## src/rtl/rtc_bus_seq.sv

```systemverilog
// Register-access sequencer for the RTC parallel bus.
// Latches and range-checks an address, then drives timed RD and/or WR strobes.
// Completion is a one-cycle ready pulse. Every output is registered.
module rtc_bus_seq #(
    parameter int unsigned ADDR_W       = 8,
    parameter int unsigned ADDR_MIN     = 1,
    parameter int unsigned ADDR_MAX     = 4,
    parameter int unsigned ADDR_DEFAULT = 1,
    parameter int unsigned RD_CYC       = 257,
    parameter int unsigned WR_CYC       = 256,
    parameter int unsigned CNT_W        = 9
) (
    input  logic              clk,
    input  logic              reset_n,
    input  logic              start,
    input  logic [1:0]        mode,
    input  logic              abort,
    input  logic [ADDR_W-1:0] dir_in,
    output logic [ADDR_W-1:0] dir_out,
    output logic              RD,
    output logic              WR,
    output logic              busy,
    output logic              ready,
    output logic              aborted,
    output logic              addr_err
);

    localparam logic [ADDR_W-1:0] AddrLo  = ADDR_W'(ADDR_MIN);
    localparam logic [ADDR_W-1:0] AddrHi  = ADDR_W'(ADDR_MAX);
    localparam logic [ADDR_W-1:0] AddrDef = ADDR_W'(ADDR_DEFAULT);
    localparam logic [CNT_W-1:0]  RdLoad  = CNT_W'(RD_CYC - 1);
    localparam logic [CNT_W-1:0]  WrLoad  = CNT_W'(WR_CYC - 1);

    typedef enum logic [2:0] {
        StIdle,
        StLatch,
        StRdPh,
        StGap,
        StWrPh,
        StDone
    } state_e;

    state_e            state_q, state_d;
    logic [CNT_W-1:0]  cnt_q, cnt_d;
    logic [1:0]        mode_q, mode_d;
    logic [ADDR_W-1:0] dir_q, dir_d;
    logic              err_q, err_d;
    logic              rd_q, rd_d;
    logic              wr_q, wr_d;
    logic              busy_q, busy_d;
    logic              ready_q, ready_d;
    logic              aborted_q, aborted_d;
    logic              addr_ok;
    logic              wr_only;

    assign addr_ok = (dir_in >= AddrLo) && (dir_in <= AddrHi);
    // Mode 11 behaves as read-then-write, so only 01 skips the read phase.
    assign wr_only = (mode_q == 2'b01);

    // Next-state, counter and registered-output decode.
    always_comb begin
        state_d   = state_q;
        cnt_d     = cnt_q;
        mode_d    = mode_q;
        dir_d     = dir_q;
        err_d     = err_q;
        aborted_d = 1'b0;

        unique case (state_q)
            StIdle: begin
                if (start) begin
                    mode_d  = mode;
                    // Checked address is registered here so dir_out is valid while in LATCH.
                    dir_d   = addr_ok ? dir_in : AddrDef;
                    err_d   = ~addr_ok;
                    state_d = StLatch;
                end
            end
            StLatch: begin
                if (wr_only) begin
                    state_d = StWrPh;
                    cnt_d   = WrLoad;
                end else begin
                    state_d = StRdPh;
                    cnt_d   = RdLoad;
                end
            end
            StRdPh: begin
                if (cnt_q == '0) begin
                    state_d = mode_q[1] ? StGap : StDone;
                end else begin
                    cnt_d = cnt_q - CNT_W'(1);
                end
            end
            StGap: begin
                state_d = StWrPh;
                cnt_d   = WrLoad;
            end
            StWrPh: begin
                if (cnt_q == '0) begin
                    state_d = StDone;
                end else begin
                    cnt_d = cnt_q - CNT_W'(1);
                end
            end
            StDone: begin
                state_d = StIdle;
            end
            default: begin
                state_d = StIdle;
            end
        endcase

        // Abort overrides any transition, including counter expiry.
        if (abort && (state_q != StIdle)) begin
            state_d   = StIdle;
            aborted_d = 1'b1;
        end

        rd_d    = (state_d == StRdPh);
        wr_d    = (state_d == StWrPh);
        busy_d  = (state_d != StIdle);
        ready_d = (state_d == StDone);
    end

    // State and output registers with synchronous active-low reset.
    always_ff @(posedge clk) begin
        if (!reset_n) begin
            state_q   <= StIdle;
            cnt_q     <= '0;
            mode_q    <= 2'b00;
            dir_q     <= AddrDef;
            err_q     <= 1'b0;
            rd_q      <= 1'b0;
            wr_q      <= 1'b0;
            busy_q    <= 1'b0;
            ready_q   <= 1'b0;
            aborted_q <= 1'b0;
        end else begin
            state_q   <= state_d;
            cnt_q     <= cnt_d;
            mode_q    <= mode_d;
            dir_q     <= dir_d;
            err_q     <= err_d;
            rd_q      <= rd_d;
            wr_q      <= wr_d;
            busy_q    <= busy_d;
            ready_q   <= ready_d;
            aborted_q <= aborted_d;
        end
    end

    assign dir_out  = dir_q;
    assign addr_err = err_q;
    assign RD       = rd_q;
    assign WR       = wr_q;
    assign busy     = busy_q;
    assign ready    = ready_q;
    assign aborted  = aborted_q;

endmodule

```

## config.mk

```make
export PLATFORM = sky130hd
export DESIGN_NAME = rtc_bus_seq
export DESIGN_NICKNAME = d
export VERILOG_FILES = /design/src/rtl/rtc_bus_seq.sv
export SDC_FILE = /design/constraint.sdc
export NUM_CORES = 1
export LEC_CHECK = 0
export CORE_MARGIN = 8
export CORE_UTILIZATION = 30
export CTS_BUF_LIST = sky130_fd_sc_hd__clkbuf_8 sky130_fd_sc_hd__clkbuf_16
export DETAILED_ROUTE_END_ITERATION = 7
export GPL_TIMING_DRIVEN = 0
export PLACE_DENSITY_LB_ADDON = 0.25
export SYNTH_ARGS = -nofsm -noshare
export SYNTH_HDL_FRONTEND = slang
export SYNTH_SLANG_ARGS = --single-unit
```

## constraint.sdc

```tcl
create_clock -name clk -period 1.6 [get_ports clk]
set_input_delay 0.4 -clock clk [delete_from_list [all_inputs] [get_ports clk]]
set_output_delay 0.4 -clock clk [all_outputs]
set_load 0.01 [all_outputs]
```

### After elaboration in Yosys (flattened, before gate mapping)

Cells that the tools add are included.

* bitwise operators: 1
* $lt $le $gt $ge: 2
* multiply operators: 0
* multiplexer cells: 12
* div/mod/pow operators: 0
* reduce and logical (&&, ||, !) cells: 10
* $add $sub $neg: 1
* eq/ne operators: 9
* shift-type cells: 0

Operators with widths (number)
* 9-bit one-hot mux with 3 select lines: 1
* 3-bit two-way mux: 6
* 9-bit two-way mux: 2
* 3-bit one-hot mux with 5 select lines: 1
* 3-bit by 2-bit == test with 1-bit output, second input constant: 3
* 3-bit == test, second input constant: 3
* 9-bit zero test: 1
* 3-bit nonzero test: 3
* 9-bit by 1-bit subtractor with 9-bit output, second input constant: 1
* 8-bit by 1-bit greater-or-equal comparator with 1-bit output, second input constant: 1
* 8-bit by 3-bit <= comparator with 1-bit output, second input constant: 1
* 8-bit two-way mux: 1
* 2-bit AND reduction: 2
* 3-bit by 1-bit == test with 1-bit output, second input constant: 1
* 3-bit zero test: 1
* 2-bit by 1-bit == test with 1-bit output, second input constant: 1
* 1-bit logical AND: 2
* 2-bit != test, second input constant: 1
* 2-bit OR reduction: 1
* 1-bit two-way mux: 1
* 1-bit NOT: 1

* latch bits: 0
* RAM bits: 0
* output and inout port bits: 14
* register bits after elaboration: 28
* input port bits: 14
* logic and storage cells: 45
* memories kept: 0
* memory bits (read-only): 0

### Longest topological paths before layout

Gate-level depths: netlist of run 1.

* depth after elaboration: 5
* gate-level depth with buffers: 7
* gate-level depth less buffers: 7

### Worst setup path after synthesis of run 1

Ideal clock, no wire load.

* path kind: reg2reg
* start: register cnt_q[0]
* end: register busy_q (netlist: busy)
* period minus slack after synthesis: 1.663 ns
* path buffers: 0
* path slack: -0.063 ns
* setup time: 0.127 ns
* arrival time: 1.536 ns
* cell stages (with the launch flop): 8
* required time: 1.473 ns
* cells stage by stage: dfxtp_1 > inv_1 > ha_1 > nor4b_2 > nand2_1 > o221ai_1 > and2b_2 > or3_1

* word-level cells in the longest chain between the ends: 5
* elaborated cells between the ends (all ways): 6
* classes of those cells: mux (4); reduce/logical (2)

Ends and longest elaborated chain
* start, declared: line 44 `logic [CNT_W-1:0] cnt_q, cnt_d;`
* start signal, assigned: line 141 `cnt_q <= cnt_d;`
* 9-bit zero test (*): line 89, 100
* 3-bit two-way mux (on tied branches): line 100, 89
* 3-bit one-hot mux with 5 select lines (*): line 69 `unique case (state_q)`
* 3-bit two-way mux (*): line 115 `if (abort && (state_q != StIdle)) begin`
* 3-bit nonzero test (*): line 122 `busy_d = (state_d != StIdle);`
* end signal, assigned: line 147 `busy_q <= busy_d;`
* end, declared: line 50 `logic busy_q, busy_d;`

Every way passes the cells marked *; elsewhere a longest branch is shown, timed or not.
A chain may end at the register's enable or synchronous reset.

### Worst setup path after layout of run 1

Ends and elaborated chain as after synthesis.

==> flow_summary.toml, run 1 <==
[cts]
cts_made_buffers = 3
cts_tree = "yes"
clk_pin_slew_ns = 0.09
ctsHoldBuffers = 0
cts.path.max_buffers = 2
clockRootBuffer = "clkbuf_8"
clkSinkCount = 28
insertion_delay_ns = 0.27
htreeDepth = 1

[synthesis]
yosysSeqAreaShare_pct = 41.8
ys_types = 43
ys_ff_latch = 28
syn_nets = 163
yosys_most_used_dff = "dfxtp_1"
post-synth-top-area-cell = "dfxtp_1"
synth_area_leaders = "dfxtp_1 (42%), buf_6 (4.2%), nor2_1 (3.9%), nand2_1 (3.6%), a31oi_1 (2.8%)"
ys_warn_count = 0
syn_avg_cell_area_um2 = 9.12
synth_common_cells = "dfxtp_1 (28), nor2_1 (14), nand2_1 (13)"
synthCells = 147
synth_edf_count = 0
yosysMostFrequentCell = "dfxtp_1"
synthesis.area_um2 = 1340
synth_top_area_share_pct = 41.8
async_flop_share_pct = 0

[critical_path]
rrSetupSlack_ns = -0.07
startpoint_type = "flip-flop"
regToRegEndpoint = "busy"
r2r_start = "cnt_q[0]"
cp_max_fo = 3
worstPathRequired_ns = 1.76
arrival_ns = 1.83
crit_path_end_kind = "flip-flop"
r2r_cells = 8
crit_type = "reg -> reg"

[sta]
tightest_slew_ns = 0.437
setup_viol_count_final = 3
whs_ns = 0.431
finalCriticalPeriod_ns = 1.67
maxSlewHeadroom_pct = 70.8
fin_ws_ns = -0.0669
fin_tns_setup_ns = -0.141
period_share_pct = 104
drv_slew = 0
rsz0062_at_grt = "true"
hold_viol = 0
clock.fmax_ghz = 0.600
finClkSkew_ns = 0.00256

[place]
pre_cts_ws_ns = -0.423
dp_hpwl_um = 2290
routabilityCongestion = 0.824
dp.cells = 225
io_buffers = 26

[cells_and_area]
area_growth_syn_to_layout_pct = 50.9
drive_above_1_share_pct = 30.9
utilization_pct = 46.8
fin_nets = 209
antenna_cells = 0
finalNonFillerCells = 243

[floorplanning]
pin_count = 28
rows = 24
die_h_um = 82.8
fp.dieArea_um2 = 6860
start_util_pct = 31.0
die-width_um = 82.8
design.core.area_um2 = 4320

[global_route]
grt_pass1_vias = 1244
antenna_found_initial = 0
grt_pass1_wl_um = 5710
grt_use_total_pct = 9.57
grt_max_degree = 15
gr-total-overflow = 0

[routing]
viasPerCell = 5.10
drt_iter0_drc = 42
dr.pass1.iters = 4
vias = 1240
drtAntennaViolNets = 0
drc = 0
routedWlPerCell_um = 14.1
routed_wirelength_um = 3430

[status]
outcome = "finished with violations"
failed_checks = "setup timing"

[hold_path]
holdPathEnd = "cnt_q[5]"
hold_depth = 3
min_from = "reset_n"
hold_path_class = "in -> reg"

[power]
peakVddDrop_mv = 0.945
p_per_area_nw_per_um2 = 1620
p_leak_nw = 0.865

[flow_run]
max_cap_viol_count = 0
## cell type report
cell class              count  area, um2
plain buffers               6       63.8
clock buffers               3       41.3
fillers                   423       2300
inverters                   4       15.0
multi-input cells         109        880
flip-flops and latches     28        567
well taps                  52       65.1
repair buffers             41        390
## flip-flops by register name, indices dropped and copies added, names as in the netlist
register,count
RD,1
WR,1
aborted,1
addr_err,1
busy,1
cnt_q,9
dir_out,8
mode_q,2
ready,1
state_q,3
## power breakdown
part	internal [mW]	switching (mW)
clock	0.169	0.209
combinational	0.959	0.943
sequential	0.838	0.148
## per-layer routing
| layer | track usage [%] | vias to the layer above | share of wire, % |
|---|---|---|---|
| li1 | - | 617 | - |
| met1 | 11.4 | 591 | 45 |
| met2 | 15.7 | 26 | 49 |
| met3 | 2.83 | 6 | 4.6 |
| met4 | 3.67 | 0 | 1.7 |
| met5 | 0 | - | 0 |
## worst max-delay path by stage
stage	depth (start not counted)	endpoint	slack, ns	startpoint
5_1_grt	8	busy	-0.14	cnt_q[0]
6_report	8	busy	-0.07	cnt_q[0]
4_1_cts	7	busy	-0.05	cnt_q[1]
3_3_place_gp	5	dir_out[0]	-0.42	dir_in[7]
3_5_place_dp	5	dir_out[0]	-0.42	dir_in[7]
2_1_floorplan	7	busy	0.02	cnt_q[0]
## what timing repair did
| action | CTS | global route |
|---|---|---|
| resized for setup | 23 | 27 |
| endpoints found under the setup margin | 15 | 17 |
| pin swaps | 9 | 16 |
| setup buffers | 8 | 7 |
## worst max-delay path: stages, from the launching register on
cell	delay, ns
dfxtp_2	0.36
inv_2	0.06
ha_4	0.14
nor4b_4	0.13
and2_4	0.19
buf_4	0.13
a21oi_2	0.17
nor2_1	0.08
or3_1	0.30
## metrics by stage
step	power [mW]	area (um2)
2_1_floorplan	1.94	1350
3_3_place_gp	2.27	1680
3_5_place_dp	2.29	1680
4_1_cts	2.94	1860
5_1_grt	3.50	2020
6_report	3.27	2020
## cell usage in the layout, fill, tap and decap left out, types with 4 or more instances in the layout
| master | n |
|---|---|
| dfxtp_1 | 23 |
| clkdlybuf4s50_1 | 17 |
| nor2_1 | 14 |
| buf_4 | 13 |
| nand2_1 | 11 |
| buf_6 | 6 |
| a31oi_1 | 6 |
| and3_1 | 5 |
| a21oi_1 | 5 |
| nor2b_1 | 5 |
| dfxtp_2 | 5 |
| dlymetal6s2s_1 | 5 |
| o21ai_1 | 4 |
## cells by family (layout without fill, tap and decap cells)
family          Yosys count  after routing  share of synthesized area [%]
simple gates             67             67                           29.7
compound gates           37             37                           19.0
flops                    28             28                           41.8
buf+inv                  10             54                           5.60
xor+xnor                  3              3                           1.96
fa+ha+maj                 2              2                           1.87
No activity file was read; power rests on OpenSTA's default activity.
==> run 2: changes to the inputs <==
- MAX_ROUTING_LAYER: default -> met4
==> run 2 against run 1 <==
The flow still finishes with violations (setup timing). Clock power about the same. Count of clock-buffer cells in the layout unchanged. Sequential power hardly changed. Total power is essentially flat. Cell area stayed put. Non-clock buffer count did not move.
==> flow_summary.toml, run 2 (synthesis results as in run 1) <==
[status]
outcome = "finished with violations"
failed_checks = "setup timing"

[global_route]
grt_max_degree = 15
gr-total-overflow = 0
grt_pass1_wl_um = 5710
grt_pass1_vias = 1241
grt_use_total_pct = 9.83
antenna_found_initial = 0

[sta]
hold_viol = 0
whs_ns = 0.430
period_share_pct = 104
finClkSkew_ns = 0.00204
tightest_slew_ns = 0.437
clock.fmax_ghz = 0.600
setup_viol_count_final = 3
finalCriticalPeriod_ns = 1.67
fin_ws_ns = -0.0676
maxSlewHeadroom_pct = 70.8
rsz0062_at_grt = "true"
drv_slew = 0

[critical_path]
crit_path_max_incr_delay_ns = 0.36
r2r_cells = 8
arrival_ns = 1.83
crit_type = "reg -> reg"
regToRegEndpoint = "busy"
worst_path_max_delay_cell = "dfxtp_2"
cp_max_fo = 3
worst-path-buf-inv = 2
crit_path_end_kind = "flip-flop"
r2r_start = "cnt_q[0]"
worstPathRequired_ns = 1.76
rrSetupSlack_ns = -0.07
critical-path-top-delay-family = "simple AND/OR/NAND/NOR gates"
startpoint_type = "flip-flop"
crit_chain = "inv_2 -> ha_4 -> nor4b_4 -> and2_4 -> buf_4 -> a21oi_2 -> nor2_1 -> or3_1"

[place]
routabilityCongestion = 0.836
dp_hpwl_um = 2290
io_buffers = 26

[cts]
insertion_delay_ns = 0.27
clockRootBuffer = "clkbuf_8"
cts_tree = "yes"
ctsHoldBuffers = 0
cts.path.max_buffers = 2
clkSinkCount = 28
cts_made_buffers = 3
htreeDepth = 1
clk_pin_slew_ns = 0.09

[cells_and_area]
drive_above_1_share_pct = 30.9
max_flop_register = "cnt_q"
final_cell_mix = "dfxtp_1 (23), clkdlybuf4s50_1 (17), nor2_1 (14)"
area_growth_syn_to_layout_pct = 50.9
fin_nets = 209
largest_reg_flops = 9
antenna_cells = 0
layout_commonest_cell = "dfxtp_1"
nFillCells = 423

[floorplanning]
design.core.area_um2 = 4320
fp.dieArea_um2 = 6860
rows = 24
pin_count = 28
die-width_um = 82.8
die_h_um = 82.8
start_util_pct = 31.0

[routing]
highest_layer = "met4"
routed_wirelength_um = 3420
drc = 0
drtAntennaViolNets = 0
viasPerCell = 5.09
vias = 1238
drt_iter0_drc = 51
routedWlPerCell_um = 14.1
wl_met3_um = 136
wl_met2_um = 1680
dr.pass1.iters = 4
met1Wirelength_um = 1550

[power]
p_leak_nw = 0.865
p_total_mw = 3.26
peakVddDrop_mv = 0.945
p_per_area_nw_per_um2 = 1610

[hold_path]
min_from = "reset_n"
hold_path_class = "in -> reg"
hold_depth = 3
holdPathEnd = "cnt_q[5]"

[flow_run]
max_cap_viol_count = 0
## run 2: worst max-delay path by stage
stage / start / to / depth (start not counted)
after global placement: dir_in[7] / dir_out[0] / 5
final: cnt_q[0] / busy / 8
after detailed placement: dir_in[7] / dir_out[0] / 5
after CTS: cnt_q[1] / busy / 7
after floorplan: cnt_q[0] / busy / 7
after global routing: cnt_q[0] / busy / 8
## run 2: stage by stage
stage	cell area, um2	TNS (ns)	setup slack [ns]	util (%)	std cells
after floorplan	1350	0	0.0207	-	147
final	2020	-0.141	-0.0676	46.8	243
after global routing	2020	-0.822	-0.136	46.8	243
after CTS	1860	-0.0923	-0.0488	43.0	236
after detailed placement	1680	-2.20	-0.423	38.8	225
after global placement	1680	-2.10	-0.416	38.8	225
## run 2: per-layer routing
layer / up-vias / global-route usage, %
met4: 0 / 3.67
li1: 616 / -
met5: - / -
met3: 6 / 2.15
met2: 26 / 15.6
met1: 590 / 11.8
## run 2: what timing repair did
item / 4_1_cts / 5_1_grt
setup buffers: 8 / 7
gates resized for setup: 23 / 27
pin swaps: 9 / 16
endpoints found under the hold margin: 0 / 0
endpoints found under the setup margin: 15 / 17
## run 2: final cells by class
class | instances | area, um2 | share of cell area [%]
Multi-Input combinational cell | 109 | 880 | 43.5
Sequential cell | 28 | 567 | 28.0
Timing Repair Buffer | 41 | 390 | 19.3
Tap cell | 52 | 65.1 | 3.22
Buffer | 6 | 63.8 | 3.16
Clock buffer | 3 | 41.3 | 2.04
Inverter | 4 | 15.0 | 0.743
## run 2: worst reg2reg max path: cells and delay by family, from the launching register on
| kind | cells | cell delay (ns) |
|---|---|---|
| compound gates | 1 | 0.17 |
| buf+inv | 2 | 0.19 |
| simple gates | 4 | 0.70 |
| fa+ha+maj | 1 | 0.14 |
| flops | 1 | 0.36 |
## run 2: where the power goes
| group | internal, mW | leakage, nW | switching (mW) | total, mW |
|---|---|---|---|---|
| registers | 0.838 | 0.230 | 0.148 | 0.986 |
| clock network | 0.169 | 0.0216 | 0.208 | 0.377 |
| logic | 0.959 | 0.613 | 0.942 | 1.90 |
| total | 1.97 | 0.865 | 1.30 | 3.26 |
==> run 3: changes to the inputs <==
--- a/config.mk
+++ b/config.mk
@@ -9,4 +9,5 @@
 export CORE_UTILIZATION = 30
 export CTS_BUF_LIST = sky130_fd_sc_hd__clkbuf_8 sky130_fd_sc_hd__clkbuf_16
+export CTS_CLUSTER_DIAMETER = 80
 export DETAILED_ROUTE_END_ITERATION = 7
 export GPL_TIMING_DRIVEN = 0
==> constraint.sdc (replaced) <==
create_clock -name clk -period 1.6 [get_ports clk]
set_input_delay 0.32 -clock clk [delete_from_list [all_inputs] [get_ports clk]]
set_output_delay 0.32 -clock clk [all_outputs]
set_load 0.01 [all_outputs]
==> run 3 against run 2 <==
The run still ends with setup timing left. Combinational power hardly changed. Fmax down 0.53%. Register-to-register slack about the same. Clock skew up 0.0020 ns. First-iteration DRC count grew 25%. Cell count decreased by 0.41%. Largest cell class unchanged. Setup slack worse by 0.0089 ns. Count of clock-buffer cells in the layout unchanged. Sequential power is essentially flat.
==> flow_summary.toml, run 3 (synthesis results as in run 1) <==
[cells_and_area]
nFillCells = 424
stdcell_area_um2 = 2000
finalNonFillerCells = 242
area_growth_syn_to_layout_pct = 48.9
layout_commonest_cell = "dfxtp_1"
fin_nets = 208
max_flop_register = "cnt_q"
drive_above_1_share_pct = 30.0
multiInputGateArea_um2 = 880
regArea_um2 = 566
antenna_cells = 0
largest_reg_flops = 9
final_cell_mix = "dfxtp_1 (24), clkdlybuf4s50_1 (23), nor2_1 (14)"

[critical_path]
regToRegEndpoint = "busy"
crit_type = "reg -> reg"
crit_path_max_incr_delay_ns = 0.48
critical-path-top-delay-family = "simple AND/OR/NAND/NOR gates"
worstPathRequired_ns = 1.76
r2r_start = "cnt_q[6]"
startpoint_type = "flip-flop"
crit_path_end_kind = "flip-flop"
crit_chain = "nor4_4 -> buf_4 -> nand2_2 -> o221ai_2 -> and2b_2 -> or3_1"
rrSetupSlack_ns = -0.08
cp_max_fo = 4
worst_path_max_delay_cell = "dfxtp_1"
arrival_ns = 1.84
r2r_cells = 6
worst-path-buf-inv = 1

[global_route]
antenna_found_initial = 0
grt_pass1_wl_um = 5690
grt_pass1_vias = 1237
gr-total-overflow = 0
grt_use_total_pct = 9.81
grt_max_degree = 15

[cts]
cts_tree = "yes"
clk_pin_slew_ns = 0.09
clockRootBuffer = "clkbuf_8"
cts_made_buffers = 3
clkSinkCount = 28
insertion_delay_ns = 0.27
htreeDepth = 1
cts.path.max_buffers = 2

[floorplanning]
die-width_um = 82.8
pin_count = 28
design.core.area_um2 = 4320
die_h_um = 82.8
start_util_pct = 31.0
rows = 24
fp.dieArea_um2 = 6860

[power]
p_leak_nw = 0.789
p_per_area_nw_per_um2 = 1630
peakVddDrop_mv = 0.965

[routing]
viasPerCell = 5.10
routed_wirelength_um = 3400
drc = 0
routedWlPerCell_um = 14.1
drtAntennaViolNets = 0
drt_iter0_drc = 64
vias = 1233
dr.pass1.iters = 3

[hold_path]
hold_path_class = "in -> reg"
holdPathEnd = "cnt_q[5]"
hold_depth = 3
min_from = "reset_n"

[flow_run]
max_cap_viol_count = 0

[place]
dp.cells = 225
io_buffers = 26
dp_hpwl_um = 2290
routabilityCongestion = 0.836
placedInstanceArea_um2 = 1680

[sta]
finalCriticalPeriod_ns = 1.68
rsz0062_at_grt = "true"
period_share_pct = 105
hold_viol = 0
maxSlewHeadroom_pct = 70.4
drv_slew = 0
finClkSkew_ns = 0.00401
fin_ws_ns = -0.0765
clock.fmax_ghz = 0.596
tightest_slew_ns = 0.443
setup_viol_count_final = 3

[status]
failed_checks = "setup timing"
outcome = "finished with violations"
run 3: final cells by class:
class | count | area share, %
clock buffer | 3 | 2.07
tap | 52 | 3.26
multi-input combinational | 109 | 44.1
timing repair buffer | 40 | 18.5
inverter | 4 | 0.752
sequential | 28 | 28.3
buffer | 6 | 3.01
run 3: worst register-to-register path: stages, from the launching register on:
cell and delay, ns:
dfxtp_1 0.48, nor4_4 0.09, buf_4 0.15, nand2_2 0.13, o221ai_2 0.12, and2b_2 0.23
or3_1 0.37
run 3: timing repair:
action	CTS	global route
gates resized for setup	20	20
buffers inserted	8	6
hold buffers	0	0
endpoints found under the setup margin	15	12
hold endpoints to repair	0	0
pin swaps	9	14
run 3: how the worst max path moves through the flow:
stage	cells past startpoint	endpoint	start	slack (ns)
5_1_grt	8	busy	cnt_q[0]	-0.17
3_3_place_gp	5	dir_out[0]	dir_in[7]	-0.34
4_1_cts	7	busy	cnt_q[1]	-0.05
2_1_floorplan	7	busy	cnt_q[0]	0.02
6_report	6	busy	cnt_q[6]	-0.08
3_5_place_dp	5	dir_out[0]	dir_in[7]	-0.34
run 3: power by group:
| part | switching [mW] | internal [mW] |
|---|---|---|
| sequential | 0.148 | 0.836 |
| clock | 0.211 | 0.169 |
| combinational | 0.936 | 0.946 |
run 3: per-stage QoR:
stage	hold slack (ns)	utilization [%]	worst slack [ns]	power, mW	TNS (ns)
final	0.347	46.2	-0.0765	3.25	-0.143
after global routing	0.346	46.2	-0.173	3.49	-0.833
after CTS	0.352	42.9	-0.0488	2.94	-0.0923
after detailed placement	0.469	38.8	-0.343	2.29	-1.80
after global placement	0.464	38.8	-0.336	2.27	-1.67
after floorplan	0.434	-	0.0207	1.94	0
run 3: layer usage:
layer	global-route usage [%]	up-vias	share of wire (%)
met1	11.8	585	47
met4	3.67	0	1.7
met3	2.15	6	3.4
met5	-	-	0
li1	-	616	-
met2	15.6	26	48
